File: src/rtl/filter_index_encoder.sv
// filter_index_encoder: recovers binary filter indices from per-slot one-hot selects,
// encoding one slot per cycle and flagging any slot that is not exactly one-hot.
module filter_index_encoder #(
    parameter  int NUM_MACRO      = 1,
    parameter  int OUT_CH         = 64,
    parameter  int MAX_NUM_FILTER = 1,
    localparam int BIT_OUT_CH     = $clog2(OUT_CH),
    localparam int NUM_SLOT       = NUM_MACRO * MAX_NUM_FILTER
) (
    input  logic                           clk,
    input  logic                           rst_n,
    input  logic                           in_valid,
    output logic                           in_ready,
    input  logic [NUM_SLOT*OUT_CH-1:0]     demux,
    output logic                           out_valid,
    output logic [NUM_SLOT*BIT_OUT_CH-1:0] which_filter,
    output logic [NUM_SLOT-1:0]            slot_err,
    output logic                           any_err
);

    localparam int CNT_W = (NUM_SLOT > 1) ? $clog2(NUM_SLOT) : 1;
    localparam logic [CNT_W-1:0]  LAST_SLOT = CNT_W'(NUM_SLOT - 1);
    localparam logic [OUT_CH-1:0] VEC_ONE   = OUT_CH'(1);

    localparam logic [1:0] IDLE   = 2'd0;
    localparam logic [1:0] ENCODE = 2'd1;
    localparam logic [1:0] DONE   = 2'd2;

    logic [1:0]                           state;
    logic [CNT_W-1:0]                     slot_cnt;
    logic [NUM_SLOT*OUT_CH-1:0]           frame;
    logic [NUM_SLOT-1:0][BIT_OUT_CH-1:0]  idx_sh;
    logic [NUM_SLOT-1:0]                  err_sh;
    logic [OUT_CH-1:0]                    cur_vec;
    logic [BIT_OUT_CH-1:0]                enc_idx;
    logic                                 enc_err;

    assign in_ready = (state == IDLE);

    // The captured frame is shifted down one slot per cycle, so the slot being
    // encoded always sits in the low OUT_CH bits and no wide slot mux is needed.
    assign cur_vec = frame[OUT_CH-1:0];

    always_comb begin
        enc_idx = '0;
        for (int j = OUT_CH - 1; j >= 0; j--) begin
            if (cur_vec[j]) begin
                enc_idx = BIT_OUT_CH'(j);
            end
        end
        enc_err = (cur_vec == '0) || ((cur_vec & (cur_vec - VEC_ONE)) != '0);
    end

    always_ff @(posedge clk or negedge rst_n) begin
        if (!rst_n) begin
            state        <= IDLE;
            slot_cnt     <= '0;
            frame        <= '0;
            idx_sh       <= '0;
            err_sh       <= '0;
            out_valid    <= 1'b0;
            which_filter <= '0;
            slot_err     <= '0;
            any_err      <= 1'b0;
        end else begin
            out_valid <= 1'b0;
            case (state)
                IDLE: begin
                    if (in_valid) begin
                        frame    <= demux;
                        slot_cnt <= '0;
                        state    <= ENCODE;
                    end
                end
                ENCODE: begin
                    idx_sh[slot_cnt] <= enc_idx;
                    err_sh[slot_cnt] <= enc_err;
                    frame            <= frame >> OUT_CH;
                    slot_cnt         <= slot_cnt + CNT_W'(1);
                    if (slot_cnt == LAST_SLOT) begin
                        state <= DONE;
                    end
                end
                DONE: begin
                    which_filter <= idx_sh;
                    slot_err     <= err_sh;
                    any_err      <= |err_sh;
                    out_valid    <= 1'b1;
                    state        <= IDLE;
                end
                default: begin
                    state <= IDLE;
                end
            endcase
        end
    end

endmodule

File: config.mk
export PLATFORM = sky130hd
export DESIGN_NAME = filter_index_encoder
export DESIGN_NICKNAME = d
export VERILOG_FILES = /design/src/rtl/filter_index_encoder.sv
export SDC_FILE = /design/constraint.sdc
export NUM_CORES = 1
export LEC_CHECK = 0
export CAP_MARGIN = 5
export CORE_MARGIN = 2
export CORE_UTILIZATION = 49
export DETAILED_ROUTE_END_ITERATION = 8
export GPL_ROUTABILITY_DRIVEN = 0
export GPL_TIMING_DRIVEN = 1
export PLACE_DENSITY = 0.77
export SYNTH_ARGS = -nofsm -noshare
export SYNTH_HDL_FRONTEND = slang
export SYNTH_SLANG_ARGS = --single-unit
File: constraint.sdc
create_clock -name clk -period 3 [get_ports clk]
set_input_delay 0.45 -clock clk [delete_from_list [all_inputs] [get_ports clk]]
set_output_delay 0.45 -clock clk [all_outputs]
set_load 0.05 [all_outputs]
After elaboration in Yosys (flattened, before gate mapping)
Index checks and enable logic that the tools add are counted.
Operators by class
  add/sub/neg operators: 2
  $lt $le $gt $ge: 2
  equality and inequality tests: 4
  mux-type cells: 76
  bitwise logic cells: 1
  reduce and logical (&&, ||, !) cells: 8
Operators by type and width (number)
  two-way mux 6 bit: 65
  one-hot mux 64 bit (2 select lines): 1
  bitwise AND 64 bit: 1
  zero test 64 bit: 1
  two-way mux 64 bit: 1
  nonzero test 64 bit: 1
  subtractor 64 x 1 -> 64 bit, second input constant: 1
  bitwise mux 6 bit: 1
  two-way mux 2 bit: 2
  != test 2 bit, second input constant: 2
  one-hot mux 2 bit (2 select lines): 1
  AND reduction 2 bit: 2
  two-way mux 1 bit: 3
  == test 2 x 1 -> 1 bit, second input constant: 1
  == test 2 bit, second input constant: 1
  zero test 2 bit: 1
  one-hot mux 1 bit (2 select lines): 1
  nonzero test 2 bit: 1
  adder 1 bit, second input constant: 1
  bitwise mux 1 bit: 1
  greater-or-equal comparator 1 bit, second input constant: 1
  logical AND 1 bit: 1
  logical OR 1 bit: 1
  less-than comparator 1 bit, second input constant: 1
Storage, ports and cells
  flip-flop bits (word level): 82
  bits of input ports: 67
  output and inout port bits: 10
  word-level logic and storage cells: 101

Longest topological paths before layout
Gate-level depths: netlist (run 1).
  depth after elaboration: 65
  depth in mapped cells: 9
  gate-level depth less buffers: 9

Worst setup path before layout (run 1)
Ideal clock, no wire load.
  path type: register to register
  from: register frame[24], in the netlist cur_vec[24]
  to: register err_sh
  library setup time: 0.147 ns
  arrival time: 2.783 ns
  data required time: 2.853 ns
  path slack: 0.070 ns
  stages on the path, launching flop included: 9
  buffers on the path: 1
  period minus slack after synthesis: 2.930 ns
  cell sequence: dfrtp_1 or4_4 buf_6 or4_4 or3_4 a222oi_1 nand4_1 nor4_1 a41oi_1
On the way
  cells in the longest elaborated chain, start to end: 5
  elaborated cells between the ends (all ways): 6
  those cells by class: 1 x add/sub; 1 x mux; 1 x bitwise; 3 x reduce/logical
RTL lines
  start: declaration: RTL line 31  | logic [NUM_SLOT*OUT_CH-1:0] frame;
  start signal: assignment: RTL line 70  | frame <= demux;
  start signal: assignment: RTL line 78  | frame <= frame >> OUT_CH;
  subtractor 64 x 1 -> 64 bit: RTL line 51  | enc_err = (cur_vec == '0) || ((cur_vec & (cur_vec - VEC_ONE)) != '0);
  bitwise AND 64 bit: RTL line 51
  nonzero test 64 bit: RTL line 51
  logical OR 1 bit (*): RTL line 51
  bitwise mux 1 bit (*): RTL line 77  | err_sh[slot_cnt] <= enc_err;
  end signal: indexed assignment: RTL line 77
  end: declaration: RTL line 33  | logic [NUM_SLOT-1:0] err_sh;
Every way passes the cells marked *; elsewhere a longest branch is shown, timed or not.
A chain may end at the register's enable or synchronous reset.

Worst setup path after layout (run 1)
  from: register frame[39], in the netlist cur_vec[39]
  to: register err_sh
Same word-level chain as after synthesis.

==> results of run 1 <==
-- through the flow --
step | area (µm²) | instances | power [mW] | util (%) | setup TNS [ns]
after floorplan | 4620 | 477 | 4.71 | - | 0
after global placement | 5790 | 688 | 6.06 | 63.0 | 0
after detailed placement | 5790 | 688 | 6.19 | 63.0 | 0
after CTS | 6000 | 704 | 7.05 | 65.3 | 0
after global routing | 6070 | 707 | 7.75 | 66.1 | -0.129
final | 6070 | 707 | 7.28 | 66.1 | 0
-- area by class of cell --
type	instances	share of cell area [%]
clock buffers	13	2.62
clock inverters	3	0.762
inverters	16	0.989
multi-input cells	342	39.2
flip-flops and latches	82	33.8
well taps	111	2.29
repair buffers	140	20.4
-- report_power, final --
part | total, mW | switching [mW] | internal [mW]
Combinational | 4.37 | 2.43 | 1.94
Sequential | 2.07 | 0.506 | 1.56
Clock | 0.843 | 0.409 | 0.434
-- synthesized netlist by cell type, types with 8 or more instances --
| cell type | number |
|---|---|
| nand2_1 | 16 |
| dfrtp_1 | 82 |
| nor3_1 | 25 |
| a22o_1 | 66 |
| clkbuf_1 | 21 |
| nor2_1 | 41 |
| or4_1 | 12 |
| o21ai_0 | 23 |
| inv_1 | 16 |
| a21oi_1 | 26 |
| o31ai_1 | 8 |
| nor4_1 | 21 |
-- registers in the layout (all words and copies together), names as in the netlist --
register	cells
any_err	1
cur_vec	64
err_sh	1
idx_sh	6
out_valid	1
slot_cnt	1
state	2
which_filter	6
-- worst max-delay path, stage by stage, from the launching register on --
cell and delay, ns:
dfrtp_1 0.40, or4_2 0.76, nor4_2 0.45, nand4_1 0.25
nor3_1 0.26, a311oi_1 0.16, a2111oi_2 0.38, a41oi_1 0.16
-- layer usage --
metal  global-route usage [%]  part of all wire, %  vias up  routed length, µm
met5                        0                    0        -                  0
met4                     12.2                  3.9        0                517
met3                     3.45                  6.9       63                918
met2                     38.7                   45      243               5950
met1                     37.7                   44     2236               5880
li1                         -                    -     2100                  -
-- repair_timing --
action,in CTS,in global routing
gates cloned,0,0
gates resized for setup,1,9
setup buffers,0,3
pin swaps,2,8
endpoints found under the setup margin,1,1
-- final timing paths --
| path | end | from | slack [ns] |
|---|---|---|---|
| max | err_sh | cur_vec[39] | 0.05 |
| min | cur_vec[57] | rst_n | 0.24 |
| max reg2reg | err_sh | cur_vec[39] | 0.05 |
| min reg2reg | slot_cnt | slot_cnt | 0.48 |
| max in group asynchronous | cur_vec[44] | rst_n | 2.06 |
| min in group clk | slot_cnt | slot_cnt | 0.48 |
-- logic make-up (layout without fill, tap and decap cells) --
| kind of cell | after synthesis | after routing | share of synthesized area [%] |
|---|---|---|---|
| buf+inv | 53 | 172 | 5.58 |
| compound gates | 170 | 170 | 27.5 |
| flops | 82 | 82 | 44.4 |
| simple gates | 163 | 163 | 20.4 |
| fa+ha+maj | 2 | 2 | 0.433 |
| mux | 7 | 7 | 1.71 |
-- cells in the final DEF, fill, tap and decap left out, drive strengths merged, types with 2 or more instances in the layout --
| cell type | synthesis | routed |
|---|---|---|
| nor3 | 25 | 25 |
| a211oi | 3 | 3 |
| nand2b | 2 | 2 |
| a31oi | 6 | 6 |
| a2111oi | 4 | 4 |
| nor4 | 26 | 26 |
| o41ai | 5 | 5 |
| nor2b | 3 | 3 |
| clkdlybuf4s50 | 0 | 75 |
| nand3 | 5 | 5 |
| clkbuf | 24 | 13 |
| o311ai | 2 | 2 |
| o31ai | 8 | 8 |
| o211ai | 3 | 3 |
| mux2 | 7 | 7 |
| dfrtp | 82 | 82 |
| o21bai | 2 | 2 |
| nand4 | 7 | 7 |
| a22o | 67 | 67 |
| or4 | 18 | 18 |
| o21a | 3 | 3 |
| o32ai | 3 | 3 |
| maj3 | 2 | 2 |
| a21oi | 26 | 26 |
| or3 | 8 | 8 |
| nand2 | 17 | 17 |
| inv | 16 | 17 |
| or2 | 7 | 7 |
| o21ai | 23 | 23 |
| o31a | 4 | 4 |
| o2111ai | 2 | 2 |
| nor2 | 41 | 41 |
| buf | 13 | 65 |
==> metrics.txt, run 1 <==
outcome completed; Hold Buf Count CTS 0; Core Footprint 0.00920 mm²; Worst Slack Setup Final 0.0455 ns; Power Density 1200 mW/mm²; leakage 2.60 nW; H-tree levels 3; Max Clock Freq 0.338 GHz; ANT cells 0; DRC Markers 0; routed length per instance 18.8 µm; min Tclk post-route 2.95 ns; number of global-route vias before repair 4250; biggest area consumer among synthesized cells dfrtp_1; WP data required 3.22 ns; CTS sink cnt 82; startpoint types register; R2R depth 7; synthesized instance count 477; CTS tree built; total wire length 13300 µm; io pins 77; critical path class reg -> reg; clock latency on the worst-skew pair 0.36 ns; DR iter-0 viols 506; Final ANT Viol Nets 0; DIE AREA 0.0102 mm²; Die Wd 101 µm; RSZ-0062 raised after global routing yes; synth unique cells 59; global-route wire length before repair 21000 µm; Detail Placement HPWL 9580 µm; Min-Delay Path Class in -> async; initial antenna violation count 0; Mean Syn Cell Area 9.69 µm²; Hold WS 0.236 ns; post-synthesis instance area 0.00462 mm²; Final #Nets 658; clock buffers created by TritonCTS 9; ys flop type dfrtp_1; fill count 768; WP data arrival 3.18 ns; VDD IR-drop max 605 µV; Area contributors post-synth dfrtp_1 44%, a22o_1 13%, nor2_1 3.3%; sequential-to-total area share from yosys stat 44.4%; Final Hold Viols 0; register bit total from synthesis 82; Longest Clk Path Bufs 2; CTS root buf clkbuf_8; CP Max Fanout 4; Post-synth EDFFs 0; fraction of registers with async set/reset 100%; total area of sequential cells 0.00205 mm²; Chip Height 101 µm; synthesized net count 544; # rows 35; Worst-path clk slew 0.08 ns; initial core utilization 50.3%; YS warnings 0; share of Yosys cell area claimed by the top area cell type 44.4%; max_cap viols 0; Final Max Tran Viols 0; IO buf count 76; layout cells sized above 1 20.0%; area grow syn2layout 31.4%; via count 4642; Worst-Margin Slew 1.04 ns; global route total overflow 0; pin count of the biggest net entering global routing 83; Setup violations, final 0; Setup WS pre-CTS 0.00353 ns; post-route clock period utilization 98.5%; CP endpoint kind register; clk_skew 0.0114 ns; area of the multi-input gates 0.00238 mm²; Worst slew margin 30.9%; total track usage 26.0%; Via density 6.57; First-pass DRT Iterations 5
Power figures use the tool's default switching activity.
==> run 2, diff against run 1 <==
--- a/config.mk
+++ b/config.mk
@@ -10,7 +10,6 @@
 export CORE_UTILIZATION = 49
 export DETAILED_ROUTE_END_ITERATION = 8
 export GPL_ROUTABILITY_DRIVEN = 0
-export GPL_TIMING_DRIVEN = 1
 export PLACE_DENSITY = 0.77
 export SYNTH_ARGS = -nofsm -noshare
 export SYNTH_HDL_FRONTEND = slang
==> results of run 2 <==
No change in the layout: final DEF, timing and power equal those of run 1.
